### config.mk
export PLATFORM = sky130hd
export DESIGN_NAME = core_mem_arbiter
export DESIGN_NICKNAME = d
export VERILOG_FILES = /design/src/rtl/core_mem_arbiter.sv
export SDC_FILE = /design/constraint.sdc
export NUM_CORES = 1
export LEC_CHECK = 0
export ABC_AREA = 1
export CORE_MARGIN = 10
export CORE_UTILIZATION = 30
export CTS_BUF_LIST = sky130_fd_sc_hd__clkbuf_4
export DETAILED_ROUTE_END_ITERATION = 8
export GPL_ROUTABILITY_DRIVEN = 0
export PLACE_DENSITY = 0.67
export SETUP_SLACK_MARGIN = 0.02
export SLEW_MARGIN = 20
export SYNTH_ARGS = -nofsm -noshare
export SYNTH_HDL_FRONTEND = slang
export SYNTH_SLANG_ARGS = --single-unit
export TNS_END_PERCENT = 5
### constraint.sdc
create_clock -name clk_i -period 1.7 [get_ports clk_i]
set_input_delay 0.17 -clock clk_i [delete_from_list [all_inputs] [get_ports clk_i]]
set_output_delay 0.17 -clock clk_i [all_outputs]
set_load 0.05 [all_outputs]
### src/rtl/core_mem_arbiter.sv
// core_mem_arbiter: shares one single-port memory bus between fetch (read-only) and the memory stage (load/store); optional perf counters under CORE_ARB_PERF_EN
module core_mem_arbiter #(
  parameter int ADDR_WIDTH     = 32,
  parameter int DATA_WIDTH     = 32,
  parameter int MAX_MEM_STREAK = 4,
  parameter int CNT_WIDTH      = 16
) (
  input  logic                    clk_i,
  input  logic                    rst_i,
  input  logic                    if_req_i,
  input  logic [ADDR_WIDTH-1:0]   if_addr_i,
  input  logic                    if_flush_i,
  output logic                    if_rvalid_o,
  output logic [DATA_WIDTH-1:0]   if_rdata_o,
  output logic                    if_stall_o,
  input  logic                    mem_req_i,
  input  logic                    mem_we_i,
  input  logic [ADDR_WIDTH-1:0]   mem_addr_i,
  input  logic [DATA_WIDTH-1:0]   mem_wdata_i,
  input  logic [DATA_WIDTH/8-1:0] mem_be_i,
  output logic                    mem_rvalid_o,
  output logic [DATA_WIDTH-1:0]   mem_rdata_o,
  output logic                    mem_stall_o,
`ifdef CORE_ARB_PERF_EN
  output logic [CNT_WIDTH-1:0]    arb_conflict_cnt_o,
  output logic [CNT_WIDTH-1:0]    arb_flush_drop_cnt_o,
`endif
  output logic                    bus_req_o,
  output logic                    bus_we_o,
  output logic [ADDR_WIDTH-1:0]   bus_addr_o,
  output logic [DATA_WIDTH-1:0]   bus_wdata_o,
  output logic [DATA_WIDTH/8-1:0] bus_be_o,
  input  logic                    bus_gnt_i,
  input  logic                    bus_rvalid_i,
  input  logic [DATA_WIDTH-1:0]   bus_rdata_i
);
  localparam int SW = $clog2(MAX_MEM_STREAK + 1);
  typedef enum logic [1:0] {IDLE, REQ, RSP} state_t;
  typedef enum logic [1:0] {OWN_NONE, OWN_IF, OWN_MEM} owner_t;
  state_t                  r_state, w_next;
  owner_t                  r_owner;
  logic                    r_drop;
  logic [SW-1:0]           r_streak;
  logic                    r_we;
  logic [ADDR_WIDTH-1:0]   r_addr;
  logic [DATA_WIDTH-1:0]   r_wdata;
  logic [DATA_WIDTH/8-1:0] r_be;
  logic                    w_if_req, w_mem_win, w_if_win, w_if_rsp, w_if_sup;
  assign w_if_req     = if_req_i & ~if_flush_i;
  assign w_mem_win    = (r_state == IDLE) & mem_req_i & ~((r_streak == SW'(MAX_MEM_STREAK)) & w_if_req);
  assign w_if_win     = (r_state == IDLE) & w_if_req & ~w_mem_win;
  assign w_if_rsp     = (r_state == RSP) & (r_owner == OWN_IF) & bus_rvalid_i;
  assign w_if_sup     = w_if_rsp & (r_drop | if_flush_i);
  assign if_rvalid_o  = w_if_rsp & ~r_drop & ~if_flush_i;
  assign mem_rvalid_o = (r_state == RSP) & (r_owner == OWN_MEM) & bus_rvalid_i;
  assign if_rdata_o   = bus_rdata_i;
  assign mem_rdata_o  = bus_rdata_i;
  assign if_stall_o   = if_req_i & ~if_rvalid_o;
  assign mem_stall_o  = mem_req_i & ~mem_rvalid_o;
  assign bus_req_o    = r_state == REQ;
  assign bus_we_o     = r_we;
  assign bus_addr_o   = r_addr;
  assign bus_wdata_o  = r_wdata;
  assign bus_be_o     = r_be;
  // next state: arbitrate in IDLE, wait for grant, wait for the single response
  always_comb begin
    w_next = r_state;
    if (r_state == IDLE && (w_mem_win || w_if_win)) w_next = REQ;
    if (r_state == REQ && bus_gnt_i) w_next = RSP;
    if (r_state == RSP && bus_rvalid_i) w_next = IDLE;
  end
  // state register
  always_ff @(posedge clk_i) begin
    if (rst_i) r_state <= IDLE;
    else r_state <= w_next;
  end
  // winner capture, drop flag and fetch starvation guard
  always_ff @(posedge clk_i) begin
    if (rst_i) begin
      r_owner  <= OWN_NONE;
      r_drop   <= 1'b0;
      r_streak <= '0;
      r_we     <= 1'b0;
      r_addr   <= '0;
      r_wdata  <= '0;
      r_be     <= '0;
    end else begin
      if (w_mem_win || w_if_win) begin
        r_we    <= w_mem_win & mem_we_i;
        r_addr  <= w_mem_win ? mem_addr_i : if_addr_i;
        r_wdata <= w_mem_win ? mem_wdata_i : '0;
        r_be    <= w_mem_win ? mem_be_i : '0;
      end
      r_owner  <= w_mem_win ? OWN_MEM : w_if_win ? OWN_IF : (w_next == IDLE) ? OWN_NONE : r_owner;
      r_drop   <= (w_next == IDLE) ? 1'b0 : r_drop | (if_flush_i & (r_owner == OWN_IF) & (r_state != IDLE));
      r_streak <= (!if_req_i || w_if_win) ? '0 :
                  (w_mem_win && r_streak != SW'(MAX_MEM_STREAK)) ? r_streak + 1'b1 : r_streak;
    end
  end
`ifdef CORE_ARB_PERF_EN
  logic [CNT_WIDTH-1:0] r_conflict_cnt, r_drop_cnt;
  assign arb_conflict_cnt_o   = r_conflict_cnt;
  assign arb_flush_drop_cnt_o = r_drop_cnt;
  // saturating counters for arbitration conflicts and suppressed fetch responses
  always_ff @(posedge clk_i) begin
    if (rst_i) begin
      r_conflict_cnt <= '0;
      r_drop_cnt     <= '0;
    end else begin
      if (if_req_i && mem_req_i && r_state == IDLE && !(&r_conflict_cnt)) r_conflict_cnt <= r_conflict_cnt + 1'b1;
      if (w_if_sup && !(&r_drop_cnt)) r_drop_cnt <= r_drop_cnt + 1'b1;
    end
  end
`endif
endmodule

==> impl_metrics.toml, run 1 <==
[setup_path]
critPathKind = "reg2out"
slowest_delay_ns = 0.35
path_buf_inv = 3
critPathTopFamily = "buffers and inverters"
worstPathArrival_ns = 1.47
crit_chain = "inv_2, nand2_2, nor4_4, buf_4, buf_12"
cp-start-kind = "register"
worst_path_max_delay_cell = "dfxtp_2"
path_max_fanout = 2
crit_required_ns = 1.53
endpoint_kind = "output pin"

[clock_network]
cts_buffers = 9
cts_tree = "done"
clock-sinks = 77
clockBufferDepth = 2
ctsHoldBuffers = 0
path_clk_slew_ns = 0.13
cts-root-buf = "clkbuf_4"
worstSkewPairLatency_ns = 0.44
htree_num_levels = 3

[die]
die_area_sq_mm = 0.0178
dieWidth_microns = 134
core_sq_mm = 0.0126
die-height_microns = 134
initial_core_util_pct = 30.7
ios = 278
row_count = 41

[grt]
grt_max_degree = 59
grt_pass1_wl_microns = 18900
grt_use_total_pct = 13.0
antenna_found_initial = 0
gr-total-overflow = 0
grt_pass1_vias = 3779

[routing]
drt_iter0_drc = 169
drc_errors = 0
avgRoutedWirePerCell_microns = 14.3
vias = 3672
drt-total-wl_microns = 11800
routed_via_density = 4.46
firstDrtPassIters = 4
ant_nets = 0

[logic_synthesis]
syn_area_per_cell_sq_um = 7.24
yosysWarnings = 0
syn_nets = 677
synth_top_family_by_area = "simple AND/OR/NAND/NOR gates"
yosysMostFrequentCell = "nand2_1"
syn_inst = 535
ys_seq_area_share_pct = 39.8
yosys.area.top_type = "dfxtp_1"
yosysTopAreaCellShare_pct = 39.8
synth_compound_area_share_pct = 5.49
yosys_register_bits = 77
synthXorXnorAreaFrac_pct = 0.226
synthTopCellsByArea = "dfxtp_1, nand3_1, buf_4"
synthMuxAreaShare_pct = 0
synth-edff-count = 0
syn_area_sq_mm = 0.00387
synth-simple-area-share_pct = 32.4
yosys.area_share.adder_pct = 0.646
ys_types = 24
ys_top_cells_by_count = "nand2_1, nand3_1, dfxtp_1"
ys.flop_type = "dfxtp_1"
async_flop_share_pct = 0

[power_and_ir_drop]
p_sw_mw = 2.04
cellLeakagePower_nw = 2.62
seqPwrFrac_pct = 38.0
netSwitchingFraction_pct = 36.9
ir_drop_mv = 0.426
p_total_mw = 5.52
powerDensity_mw_per_mm2 = 994
clkPwrFrac_pct = 25.4
internal-power_mw = 3.49
pwr-share-comb_pct = 36.6

[sta]
clock_skew_ns = 0.0120
timing.setup.tns_ns = 0
whs_ns = 0.271
hold_violations = 0
worst_pin_slew_ns = 0.524
maxSlewHeadroom_pct = 65.2
rsz0062_at_grt = "true"
period_needed_ns = 1.64
max_clock_freq_mhz = 610
layout_setup_ws_ns = 0.0601
drv_slew = 0
period_share_pct = 96.5
setup_viol = 0

[cells_and_area]
final_core_util_pct = 44.0
final_cells = 823
area_delta_synth_final_pct = 43.5
diodes = 0
final_area_sq_mm = 0.00556
nets = 788
layout-drive-gt1-share_pct = 14.0

[job]
max-cap-violations = 0

[placed_design]
dp_slack_ns = -0.0188
hpwl_microns = 9150
io_buffers = 181
dp.cells = 807
place_area_sq_mm = 0.00540

[status]
status = "finished clean"

[min_path]
hp-class = "in2reg"
[metal layers]
layer	up-vias	wire [microns]	track usage (%)
met3	24	1350	7.37
met5	-	0	0
met1	1633	4790	14.0
li1	1847	-	-
met2	168	5390	20.7
met4	0	228	5.14
[power by group through the flow]
| stage | registers, mW | clock network [mW] | logic, mW |
|---|---|---|---|
| finish | 2.10 | 1.40 | 2.02 |
| global route | 2.12 | 1.53 | 2.20 |
| CTS | 2.10 | 1.47 | 2.05 |
| detailed placement | 2.13 | 0 | 2.11 |
| global placement | 2.13 | 0 | 2.09 |
| floorplan | 2.74 | 0 | 1.10 |
[state kept, by name (all words and copies together), names as in the netlist]
signal and count:
bus_we_o 1, bus_addr_o 32, r_owner 2, r_drop 1, bus_be_o 4, r_streak 3, bus_wdata_o 32, r_state 2
[cell families after synthesis]
group,count (synthesis)
flip-flops,77
AND/OR/NAND/NOR,272
adder cells (fa/ha/maj),2
AO/OA/AOI/OAI,42
buffers and inverters,141
XOR/XNOR,1
[worst register-to-register path: stages, from the launching register on]
cell and delay [ns]:
dfxtp_2 0.37, inv_1 0.06, ha_1 0.19, nand2_1 0.06
inv_1 0.05, nand2_1 0.08, nand2_2 0.09, inv_4 0.09
buf_12 0.18, nand2_1 0.09, nand3_1 0.08, nand3_1 0.07
inv_1 0.07
[area by class of cell]
cell class	count	area, sq um
fill	1326	7060
timing repair buffer	197	1900
clock inverter	7	113
inverter	44	168
sequential	77	1550
multi-input combinational	317	1550
tap	172	215
clock buffer	9	67.6
[path summary, 6_finish.rpt]
path | start | to | slack, ns | cells past startpoint
worst max-delay path | r_owner[1] | if_rvalid_o | 0.06 | 5
worst min-delay path | mem_wdata_i[21] | bus_wdata_o[21] | 0.27 | 3
worst max register to register | r_streak[0] | bus_addr_o[18] | 0.19 | 12
worst min register to register | bus_wdata_o[9] | bus_wdata_o[9] | 0.48 | 2
[cells in the final DEF, fill, tap and decap left out, types with 10 or more instances in the layout]
| cell | instances |
|---|---|
| buf_4 | 36 |
| inv_1 | 39 |
| nand3_1 | 102 |
| nor2_1 | 10 |
| o21ai_0 | 12 |
| a21oi_1 | 29 |
| dfxtp_1 | 72 |
| nand2_1 | 117 |
| clkdlybuf4s50_1 | 107 |
| dlygate4sd2_1 | 46 |
| or2_2 | 12 |
| or2_0 | 15 |
[repair_timing]
action                                  4_1_cts  5_1_grt
buffers inserted                              0        0
endpoints found under the setup margin       50       27
gates resized for setup                      54        5
pin swaps                                     0        1
(Power assumes the default switching activity.)
==> run 2: changes to the inputs <==
==> constraint.sdc (replaced) <==
create_clock -name clk_i -period 1.7 [get_ports clk_i]
set_input_delay 0.17 -clock clk_i [delete_from_list [all_inputs] [get_ports clk_i]]
set_output_delay 0.17 -clock clk_i [all_outputs]
set_load 0.01 [all_outputs]
==> impl_metrics.toml, run 2 (synthesis gave the netlist of run 1 again) <==
[grt]
grt_pass1_vias = 3834
grt_pass1_wl_microns = 19000
grt_max_degree = 48
grt_use_total_pct = 13.0
antenna_found_initial = 0
gr-total-overflow = 0

[cells_and_area]
diodes = 0
final_cells = 823
final_area_sq_mm = 0.00557
most-common-layout-cells = "clkdlybuf4s50_1, nand2_1, nand3_1"
final_common_cell = "clkdlybuf4s50_1"
area_delta_synth_final_pct = 44.0
layout-drive-gt1-share_pct = 10.4
fillers = 1286
nets = 790

[sta]
setup_viol = 0
max_clock_freq_mhz = 620
clock_skew_ns = 0.0190
drv_slew = 0
rsz0062_at_grt = "true"
period_needed_ns = 1.61
maxSlewHeadroom_pct = 80.1
hold_violations = 0
period_share_pct = 94.9
layout_setup_ws_ns = 0.0862
whs_ns = 0.296
worst_pin_slew_ns = 0.297

[die]
initial_core_util_pct = 30.7
ios = 278
dieWidth_microns = 134
row_count = 41
core_sq_mm = 0.0126
die_area_sq_mm = 0.0178
die-height_microns = 134

[power_and_ir_drop]
netSwitchingFraction_pct = 31.2
pwr-share-comb_pct = 34.7
powerDensity_mw_per_mm2 = 817
internal-power_mw = 3.13
ir_drop_mv = 0.342
p_sw_mw = 1.42
p_total_mw = 4.55
seqPwrFrac_pct = 46.0
cellLeakagePower_nw = 2.37
clkPwrFrac_pct = 19.3

[setup_path]
slowest_delay_ns = 0.34
critPathTopFamily = "buffers and inverters"
path_max_fanout = 2
path_buf_inv = 3
critPathKind = "reg2out"
crit_chain = "inv_2, nand2_4, nor4_4, buf_4, nor2_1, buf_2"
endpoint_kind = "output pin"
crit_required_ns = 1.53
worst_path_max_delay_cell = "dfxtp_2"
worstPathArrival_ns = 1.44
cp-start-kind = "register"

[placed_design]
dp_slack_ns = -0.161
io_buffers = 181
hpwl_microns = 9350
place_area_sq_mm = 0.00541
dp.cells = 806

[job]
max-cap-violations = 0

[routing]
avgRoutedWirePerCell_microns = 14.5
drt-total-wl_microns = 12000
firstDrtPassIters = 4
drt_iter0_drc = 131
vias = 3690
drc_errors = 0
routed_via_density = 4.48
ant_nets = 0

[clock_network]
worstSkewPairLatency_ns = 0.43
path_clk_slew_ns = 0.11
cts_buffers = 9
clock-sinks = 77
clockBufferDepth = 2
htree_num_levels = 3
cts_tree = "done"
cts-root-buf = "clkbuf_4"

[min_path]
hp-class = "in2reg"

[status]
status = "finished clean"
[run 2: cell count changes in the layout (fill, tap and decap cells not counted), moves of 3 or more]
cell / delta
clkdlybuf4s50_1: +69
dlygate4sd2_1: -45
buf_4: -23
buf_2: +3
bufinv_16: -3
[run 2: timing repair]
item,4_1_cts,5_1_grt
hold buffers,0,0
gates resized for setup,24,12
buffers inserted,3,0
pin swaps,1,2
endpoints found under the setup margin,5,23
gates cloned,0,0
[run 2: power groups by stage]
stage | clock, mW | sequential [mW] | combinational (mW)
after detailed placement | 0 | 2.13 | 1.57
after floorplan | 0 | 2.21 | 0.827
after global placement | 0 | 2.12 | 1.55
final | 0.878 | 2.09 | 1.58
after global routing | 1.02 | 2.12 | 1.74
after CTS | 0.945 | 2.10 | 1.60
[run 2: per-layer routing]
layer	vias up	share of wire (%)	routed length (microns)	GRT usage, %
li1	1849	-	-	-
met1	1649	41	4960	13.7
met2	164	45	5400	20.7
met3	28	11	1290	6.77
met4	0	2.7	324	6.83
met5	-	0	0	0
[run 2: final timing paths]
| check | from | endpoint | slack (ns) | cells after the start |
|---|---|---|---|---|
| setup reg to reg | r_streak[0] | bus_addr_o[14] | 0.19 | 12 |
| setup / recovery | r_owner[1] | if_stall_o | 0.09 | 6 |
| hold reg to reg | bus_we_o | bus_we_o | 0.48 | 2 |
| hold / removal | mem_wdata_i[16] | bus_wdata_o[16] | 0.30 | 3 |
[run 2: layout make-up]
type                    instances  area [sq um]  share of cell area (%)
repair buffers                199          1990                    35.7
well taps                     172           215                    3.86
clock buffers                  10          75.1                    1.35
inverters                      44           168                    3.01
multi-input cells             317          1560                    28.0
clock inverters                 4          17.5                   0.314
flip-flops and latches         77          1550                    27.8
[run 2: through the flow]
stage	TNS, ns	utilization [%]
final	0	44.2
after global routing	-0.0334	44.2
after CTS	-0.0107	44.0
after detailed placement	-0.551	42.9
after global placement	-0.525	42.9
after floorplan	0	-
[run 2: worst register-to-register path, stage by stage, from the launching register on]
cell     delay, ns
dfxtp_2       0.36
inv_1         0.06
ha_1          0.19
nand2_1       0.07
inv_1         0.05
nand2_1       0.07
nand2_2       0.09
inv_4         0.09
buf_12        0.19
nand2_1       0.10
nand3_1       0.08
nand3_1       0.08
inv_1         0.06
==> run 3: changes to the inputs <==
--- a/config.mk
+++ b/config.mk
@@ -11,6 +11,7 @@
 export CTS_BUF_LIST = sky130_fd_sc_hd__clkbuf_4
 export DETAILED_ROUTE_END_ITERATION = 8
 export GPL_ROUTABILITY_DRIVEN = 0
+export MAX_ROUTING_LAYER = met4
 export PLACE_DENSITY = 0.67
 export SETUP_SLACK_MARGIN = 0.02
 export SLEW_MARGIN = 20
==> impl_metrics.toml, run 3 (synthesis gave the netlist of run 1 again) <==
[routing]
ant_nets = 0
avgRoutedWirePerCell_microns = 14.6
drt_iter0_drc = 141
drt-total-wl_microns = 12000
drc_errors = 0
routed_via_density = 4.48
vias = 3684
firstDrtPassIters = 4

[cells_and_area]
layout-drive-gt1-share_pct = 10.4
final_common_cell = "clkdlybuf4s50_1"
most-common-layout-cells = "clkdlybuf4s50_1, nand2_1, nand3_1"
final_cells = 823
area_delta_synth_final_pct = 43.9
diodes = 0
nets = 790
fillers = 1284

[clock_network]
cts-root-buf = "clkbuf_4"
clockBufferDepth = 2
path_clk_slew_ns = 0.11
cts_buffers = 9
htree_num_levels = 3
clock-sinks = 77
cts_tree = "done"
worstSkewPairLatency_ns = 0.44
ctsHoldBuffers = 0

[setup_path]
path_buf_inv = 3
critPathTopFamily = "buffers and inverters"
critPathKind = "reg2out"
worst_path_max_delay_cell = "dfxtp_2"
cp-start-kind = "register"
crit_chain = "inv_2, nand3_4, nor4_4, buf_4, nor2_1, buf_2"
crit_required_ns = 1.53
slowest_delay_ns = 0.34
path_max_fanout = 3
endpoint_kind = "output pin"
worstPathArrival_ns = 1.47

[die]
initial_core_util_pct = 30.7
ios = 278
core_sq_mm = 0.0126
die-height_microns = 134
dieWidth_microns = 134
die_area_sq_mm = 0.0178
row_count = 41

[power_and_ir_drop]
powerDensity_mw_per_mm2 = 818
internal-power_mw = 3.13
cellLeakagePower_nw = 2.37
p_sw_mw = 1.43
pwr-share-comb_pct = 34.7
seqPwrFrac_pct = 45.9
ir_drop_mv = 0.342
netSwitchingFraction_pct = 31.3
clkPwrFrac_pct = 19.4

[sta]
worst_pin_slew_ns = 0.297
drv_slew = 0
timing.setup.tns_ns = 0
period_share_pct = 96.5
max_clock_freq_mhz = 610
rsz0062_at_grt = "true"
setup_viol = 0
whs_ns = 0.281
hold_violations = 0
maxSlewHeadroom_pct = 80.1
period_needed_ns = 1.64
clock_skew_ns = 0.0191

[min_path]
hp-class = "in2reg"

[grt]
grt_max_degree = 48
grt_pass1_vias = 3842
antenna_found_initial = 0
gr-total-overflow = 0
grt_use_total_pct = 13.3
grt_pass1_wl_microns = 18900

[job]
max-cap-violations = 0

[placed_design]
hpwl_microns = 9350
dp.cells = 806
io_buffers = 181

[status]
status = "finished clean"
==> run 3: cell counts in the layout (fill, tap and decap cells not counted) <==
Identical to the previous run, type by type.
==> run 3: worst min-delay path: stages <==
cell	delay (ns)
clkdlybuf4s50_1	0.39
nand2_1	0.06
a21oi_1	0.05
==> run 3: path summary, 6_finish.rpt <==
path	startpoint	slack, ns	end	depth (start not counted)
worst min-delay path	mem_wdata_i[16]	0.28	bus_wdata_o[16]	3
worst max register to register	r_streak[0]	0.20	bus_addr_o[15]	12
worst max-delay path	r_state[0]	0.06	if_stall_o	6
worst min register to register	bus_we_o	0.48	bus_we_o	2
==> run 3: area by class of cell <==
type | instances | area (sq um) | area share, %
Timing Repair Buffer | 199 | 1990 | 35.7
Sequential cell | 77 | 1550 | 27.8
Multi-Input combinational cell | 317 | 1560 | 28.0
Clock inverter | 4 | 17.5 | 0.314
Clock buffer | 10 | 75.1 | 1.35
Inverter | 44 | 168 | 3.01
Tap cell | 172 | 215 | 3.86
==> run 3: power groups by stage <==
stage	clock [mW]	sequential (mW)	combinational (mW)
after detailed placement	0	2.13	1.57
final	0.886	2.09	1.58
after floorplan	0	2.21	0.827
after global routing	1.02	2.12	1.74
after global placement	0	2.12	1.55
after CTS	0.945	2.10	1.60
==> run 3: timing repair <==
| item | CTS | global route |
|---|---|---|
| endpoints found under the setup margin | 5 | 23 |
| setup buffers | 3 | 0 |
| resized for setup | 24 | 11 |
| pin swaps | 1 | 1 |
==> run 3: per-stage QoR <==
step           util (%)  worst slack (ns)  power [mW]  instance area [sq um]
2_1_floorplan         -             0.385        3.03                   3870
3_3_place_gp       42.9            -0.193        3.67                   5410
3_5_place_dp       42.9            -0.161        3.70                   5410
4_1_cts            44.0           -0.0107        4.64                   5550
5_1_grt            44.2           -0.0314        4.88                   5570
6_report           44.2            0.0600        4.56                   5570
==> run 3: routing by layer <==
| metal | routed length (microns) | global-route usage [%] | up-vias |
|---|---|---|---|
| met5 | 0 | - | - |
| met4 | 339 | 6.83 | 0 |
| met3 | 1040 | 5.56 | 29 |
| met2 | 5400 | 20.7 | 166 |
| met1 | 5210 | 14.4 | 1641 |
| li1 | - | - | 1848 |
==> RTL change 1 (settings of run 3) <==
The 3 states of `state_t` get a one-hot encoding in 3 bits.
--- a/src/rtl/core_mem_arbiter.sv
+++ b/src/rtl/core_mem_arbiter.sv
@@ -35,7 +35,7 @@
   input  logic [DATA_WIDTH-1:0]   bus_rdata_i
 );
   localparam int SW = $clog2(MAX_MEM_STREAK + 1);
-  typedef enum logic [1:0] {IDLE, REQ, RSP} state_t;
+  typedef enum logic [2:0] {IDLE = 3'b001, REQ = 3'b010, RSP = 3'b100} state_t;
   typedef enum logic [1:0] {OWN_NONE, OWN_IF, OWN_MEM} owner_t;
   state_t                  r_state, w_next;
   owner_t                  r_owner;
Formal check against the unedited RTL: same outputs for any inputs over 10 cycles, from zero or initial values and one cycle with rst_i high; not proved beyond that.
==> RTL change 1 against run 3 <==
The run now ends with setup timing left; register-to-register slack worse by 70 ps; sequential cell count is 1 higher; via count is 1.4% lower; synthesized area decreased by 2.6%; cell area up 1.5%; worst hold slack worse by 170 ps; setup slack lost 110 ps; wire length up 11%; power up 16%; count of clock-buffer cells in the layout unchanged; critical endpoint unchanged.
==> RTL change 1: results (changes against run 3) <==
place:
  hpwl_um: 10200  # +9.3%
  placed_cells: 787  # -2.4%
  post-place-ws_ps: -224  # -62.8 ps
finish:
  drive_gt1_share_pct: 10.8  # +0.34 points
  fillers: 1227  # -4.4%
  nNetsFinal: 778  # -1.5%
worst_setup_path:
  arrival_ps: 1580  # +110 ps
  r2r-end: "r_streak[2]"
  cp_max_fo: 3  # unchanged
  reg2regPathDepth: 10  # -2
  rrSetupSlack_ps: 130  # -70 ps
  reg2reg_from: "r_state[0]"
synth:
  synth_ff_type: "dfxtp_1"
  seq_area_frac_synth_pct: 41.4  # +1.6 points
  syn_avg_cell_area_um2: 7.45  # +3.0%
  synth_area_leaders: "dfxtp_1 41%, nand2_1 15%, buf_4 14%"
  synth.distinct_cells: 25  # +4.2%
  synth_top_area_share_pct: 41.4  # +1.6 points
  syn-num-nets: 648  # -4.3%
  synthTopCellsByCount: "155 x nand2_1, 78 x dfxtp_1, 70 x buf_4"
timing:
  maxSlewHeadroom_pct: 72.5  # -7.6 points
  setup_ws_ps: -47.1  # -107 ps
  skew_ps: 13.4  # -5.61 ps
  setup_violations: 2  # +2
  fin_setup_tns_ps: -85.0  # -85.0 ps
min_path:
  min_from: "rst_i"
  min_to: "r_state[0]"
grt:
  grt_pass1_vias: 3909  # +1.7%
  grt_start_max_net_pins: 40  # -17%
  grt_pass1_wl_um: 20100  # +6.2%
  gr-usage-all-layers_pct: 14.7  # +1.3 points
pwr:
  peakVddDrop_mv: 0.428  # +25%
  p_leak_nw: 2.38  # +0.66%
  p_int_w: 0.00371  # +19%
die:
  die_w_um: 132  # -1.1%
routing:
  drtIter0Drc: 97  # -31%
  wirelength_um: 13300  # +11%
  drtPass1Iterations: 4  # unchanged
  vias: 3631  # -1.4%
  avgRoutedWirePerCell_um: 16.4  # +13%
outcome:
  violations: "setup timing"
  outcome: "complete, but fails checks"
clocking:
  clock_latency_ps: 440  # about the same
  cts_max_level: 3  # unchanged
  clockRootBuffer: "clkbuf_4"
RTL change 1: area by class of cell:
class	instances	area, um^2	share of cell area, %
multi-input combinational	290	1400	24.8
inverter	47	189	3.34
clock buffer	10	75.1	1.33
sequential	78	1570	27.8
clock inverter	5	98.8	1.75
tap	168	210	3.72
timing repair buffer	210	2110	37.3
RTL change 1: how the worst max path moves through the flow:
stage                       from     endpoint
floorplan             r_state[1]   if_stall_o
global placement    bus_rvalid_i  if_rvalid_o
detailed placement  bus_rvalid_i  if_rvalid_o
CTS                   r_state[0]   if_stall_o
global route          r_state[0]   if_stall_o
finish                r_state[0]   if_stall_o
RTL change 1: cells by family after synthesis:
group           Yosys count  share of synthesized area [%]
simple gates            210                           23.4
fa+ha+maj                 2                          0.664
flops                    78                           41.4
buf+inv                 138                           22.0
compound gates           78                           12.5
RTL change 1: routing by layer:
| metal | routed length (um) | GRT usage [%] | up-vias |
|---|---|---|---|
| met5 | 0 | - | - |
| met4 | 396 | 7.42 | 0 |
| met3 | 1270 | 6.29 | 42 |
| met2 | 6460 | 24.4 | 173 |
| met1 | 5150 | 14.4 | 1598 |
| li1 | - | - | 1818 |
RTL change 1: critical path, cell delays in order (launching register included):
cell,delay [ps]
dfxtp_2,360
inv_2,50
nand4_1,120
buf_4,170
nor4_4,240
nor2_1,60
buf_2,140
RTL change 1: repair_timing:
item,4_1_cts,5_1_grt
resized for setup,20,13
pin swaps,1,3
endpoints found under the setup margin,5,69
setup buffers,1,2
hold endpoints to repair,0,0
gates cloned,0,3
RTL change 1: power groups by stage:
stage	clock network, W	logic [W]	registers (W)
floorplan	0	0.000840	0.00227
global placement	0	0.00165	0.00219
detailed placement	0	0.00168	0.00219
CTS	0.00145	0.00168	0.00216
global route	0.00151	0.00191	0.00218
finish	0.00141	0.00174	0.00216
RTL change 1: metrics by stage:
step | cell area, um^2 | hold WS [ps]
global route | 5650 | 98.2
finish | 5650 | 109
global placement | 5360 | 340
detailed placement | 5360 | 340
floorplan | 3770 | 313
CTS | 5550 | 87.2
==> RTL change 2 (settings of run 3) <==
Made on the original files. The parameter `DATA_WIDTH` goes from 32 to 16.
--- a/src/rtl/core_mem_arbiter.sv
+++ b/src/rtl/core_mem_arbiter.sv
@@ -1,7 +1,7 @@
 // core_mem_arbiter: shares one single-port memory bus between fetch (read-only) and the memory stage (load/store); optional perf counters under CORE_ARB_PERF_EN
 module core_mem_arbiter #(
   parameter int ADDR_WIDTH     = 32,
-  parameter int DATA_WIDTH     = 32,
+  parameter int DATA_WIDTH     = 16,
   parameter int MAX_MEM_STREAK = 4,
   parameter int CNT_WIDTH      = 16
 ) (
Ports: changed (7 resized); port bits go from 278 to 194. The function was not compared with the original's and may differ.
==> RTL change 2 against run 3 <==
Synthesized cell count fell by 21%; setup slack improved by 75 ps; sequential share of layout area fell by 2.0 points; sequential cell count fell by 18; power fell by 17%; synthesized area fell by 22%; utilization rose by 2.8 points; critical path type unchanged; cell area fell by 18%; largest cell class unchanged; wire length fell by 20%; critical endpoint unchanged; count of clock-buffer cells in the layout rose by 1.
==> RTL change 2: results (changes against run 3) <==
min_path:
  min_from: "mem_wdata_i[10]"
  min_to: "bus_wdata_o[10]"
timing:
  fin_hold_ws_ps: 323  # +42.9 ps
  skew_ps: 17.3  # -1.76 ps
  maxSlewHeadroom_pct: 80.5  # +0.45 points
routing:
  drtPass1Iterations: 6  # +2
  wirelength_um: 9570  # -20%
  wl_met2_um: 4810  # -11%
  drtIter0Drc: 145  # +2.8%
  met1_length_um: 3920  # -25%
  vias: 3002  # -19%
finish:
  nNetsFinal: 651  # -18%
synth:
  synthTopCellsByCount: "99 x nand2_1, 88 x nand3_1, 59 x dfxtp_1"
  synth_compound_area_share_pct: 3.73  # -1.8 points
  syn-num-nets: 532  # -21%
  synthAdderAreaFrac_pct: 0.829  # +0.18 points
  synth.distinct_cells: 28  # +17%
worst_setup_path:
  arrival_ps: 1400  # -70 ps
  r2r-end: "bus_addr_o[7]"
  rrSetupSlack_ps: 140  # -60 ps
  path_delay_family: "simple AND/OR/NAND/NOR gates"
clocking:
  clock_latency_ps: 390  # -50 ps
  ctsResizeCount: 4  # -83%
  post-cts-setup-buffer-count: 0  # -3
grt:
  grt_pass1_vias: 3011  # -22%
  gr-usage-all-layers_pct: 13.0  # -0.33 points
  grt_util_met1_pct: 13.4  # -0.99 points
  grt_start_max_net_pins: 43  # -10%
pwr:
  peakVddDrop_mv: 0.445  # +30%
place:
  hpwl_um: 7420  # -21%
  io_buffer_count: 145  # -20%
  post-place-ws_ps: -146  # +14.9 ps
outcome:
  outcome: "completed"
## RTL change 2: how the worst max path moves through the flow
stage,start,end,slack [ps],cells past startpoint
4_1_cts,r_state[0],if_stall_o,-230,5
6_report,r_state[0],if_stall_o,130,5
5_1_grt,r_streak[0],bus_addr_o[7],30,12
2_1_floorplan,r_streak[0],bus_addr_o[16],340,11
3_5_place_dp,bus_rvalid_i,if_rvalid_o,-150,4
3_3_place_gp,bus_rvalid_i,if_rvalid_o,-70,4
## RTL change 2: final cells by class
| cell class | instances | area, um^2 |
|---|---|---|
| Clock inverter | 4 | 18.8 |
| Multi-Input combinational cell | 263 | 1310 |
| Fill cell | 1006 | 5190 |
| Clock buffer | 11 | 82.6 |
| Tap cell | 133 | 166 |
| Inverter | 45 | 171 |
| Sequential cell | 59 | 1180 |
| Timing Repair Buffer | 165 | 1650 |
## RTL change 2: where the power goes
| part | leakage (nW) | internal, W | switching [W] |
|---|---|---|---|
| clock network | 0.0639 | 0.000314 | 0.000490 |
| registers | 0.487 | 0.00154 | 0.0000761 |
| logic | 1.51 | 0.000740 | 0.000624 |
## RTL change 2: logic make-up (layout without fill, tap and decap cells)
| logic type | count (synthesis) | count (layout) |
|---|---|---|
| DFF | 59 | 59 |
| and+or+nand+nor | 237 | 237 |
| adders and majority gates | 2 | 2 |
| buffers and inverters | 102 | 225 |
| AOI/OAI and AO/OA | 22 | 22 |
| xor gates and xnor gates | 2 | 2 |
## RTL change 2: stage by stage
stage	std cells	cell area [um^2]	TNS [ps]
3_3_place_gp	665	4440	-231
6_report	680	4590	0
3_5_place_dp	665	4440	-1110
5_1_grt	680	4590	0
2_1_floorplan	424	3020	0
4_1_cts	680	4540	-465
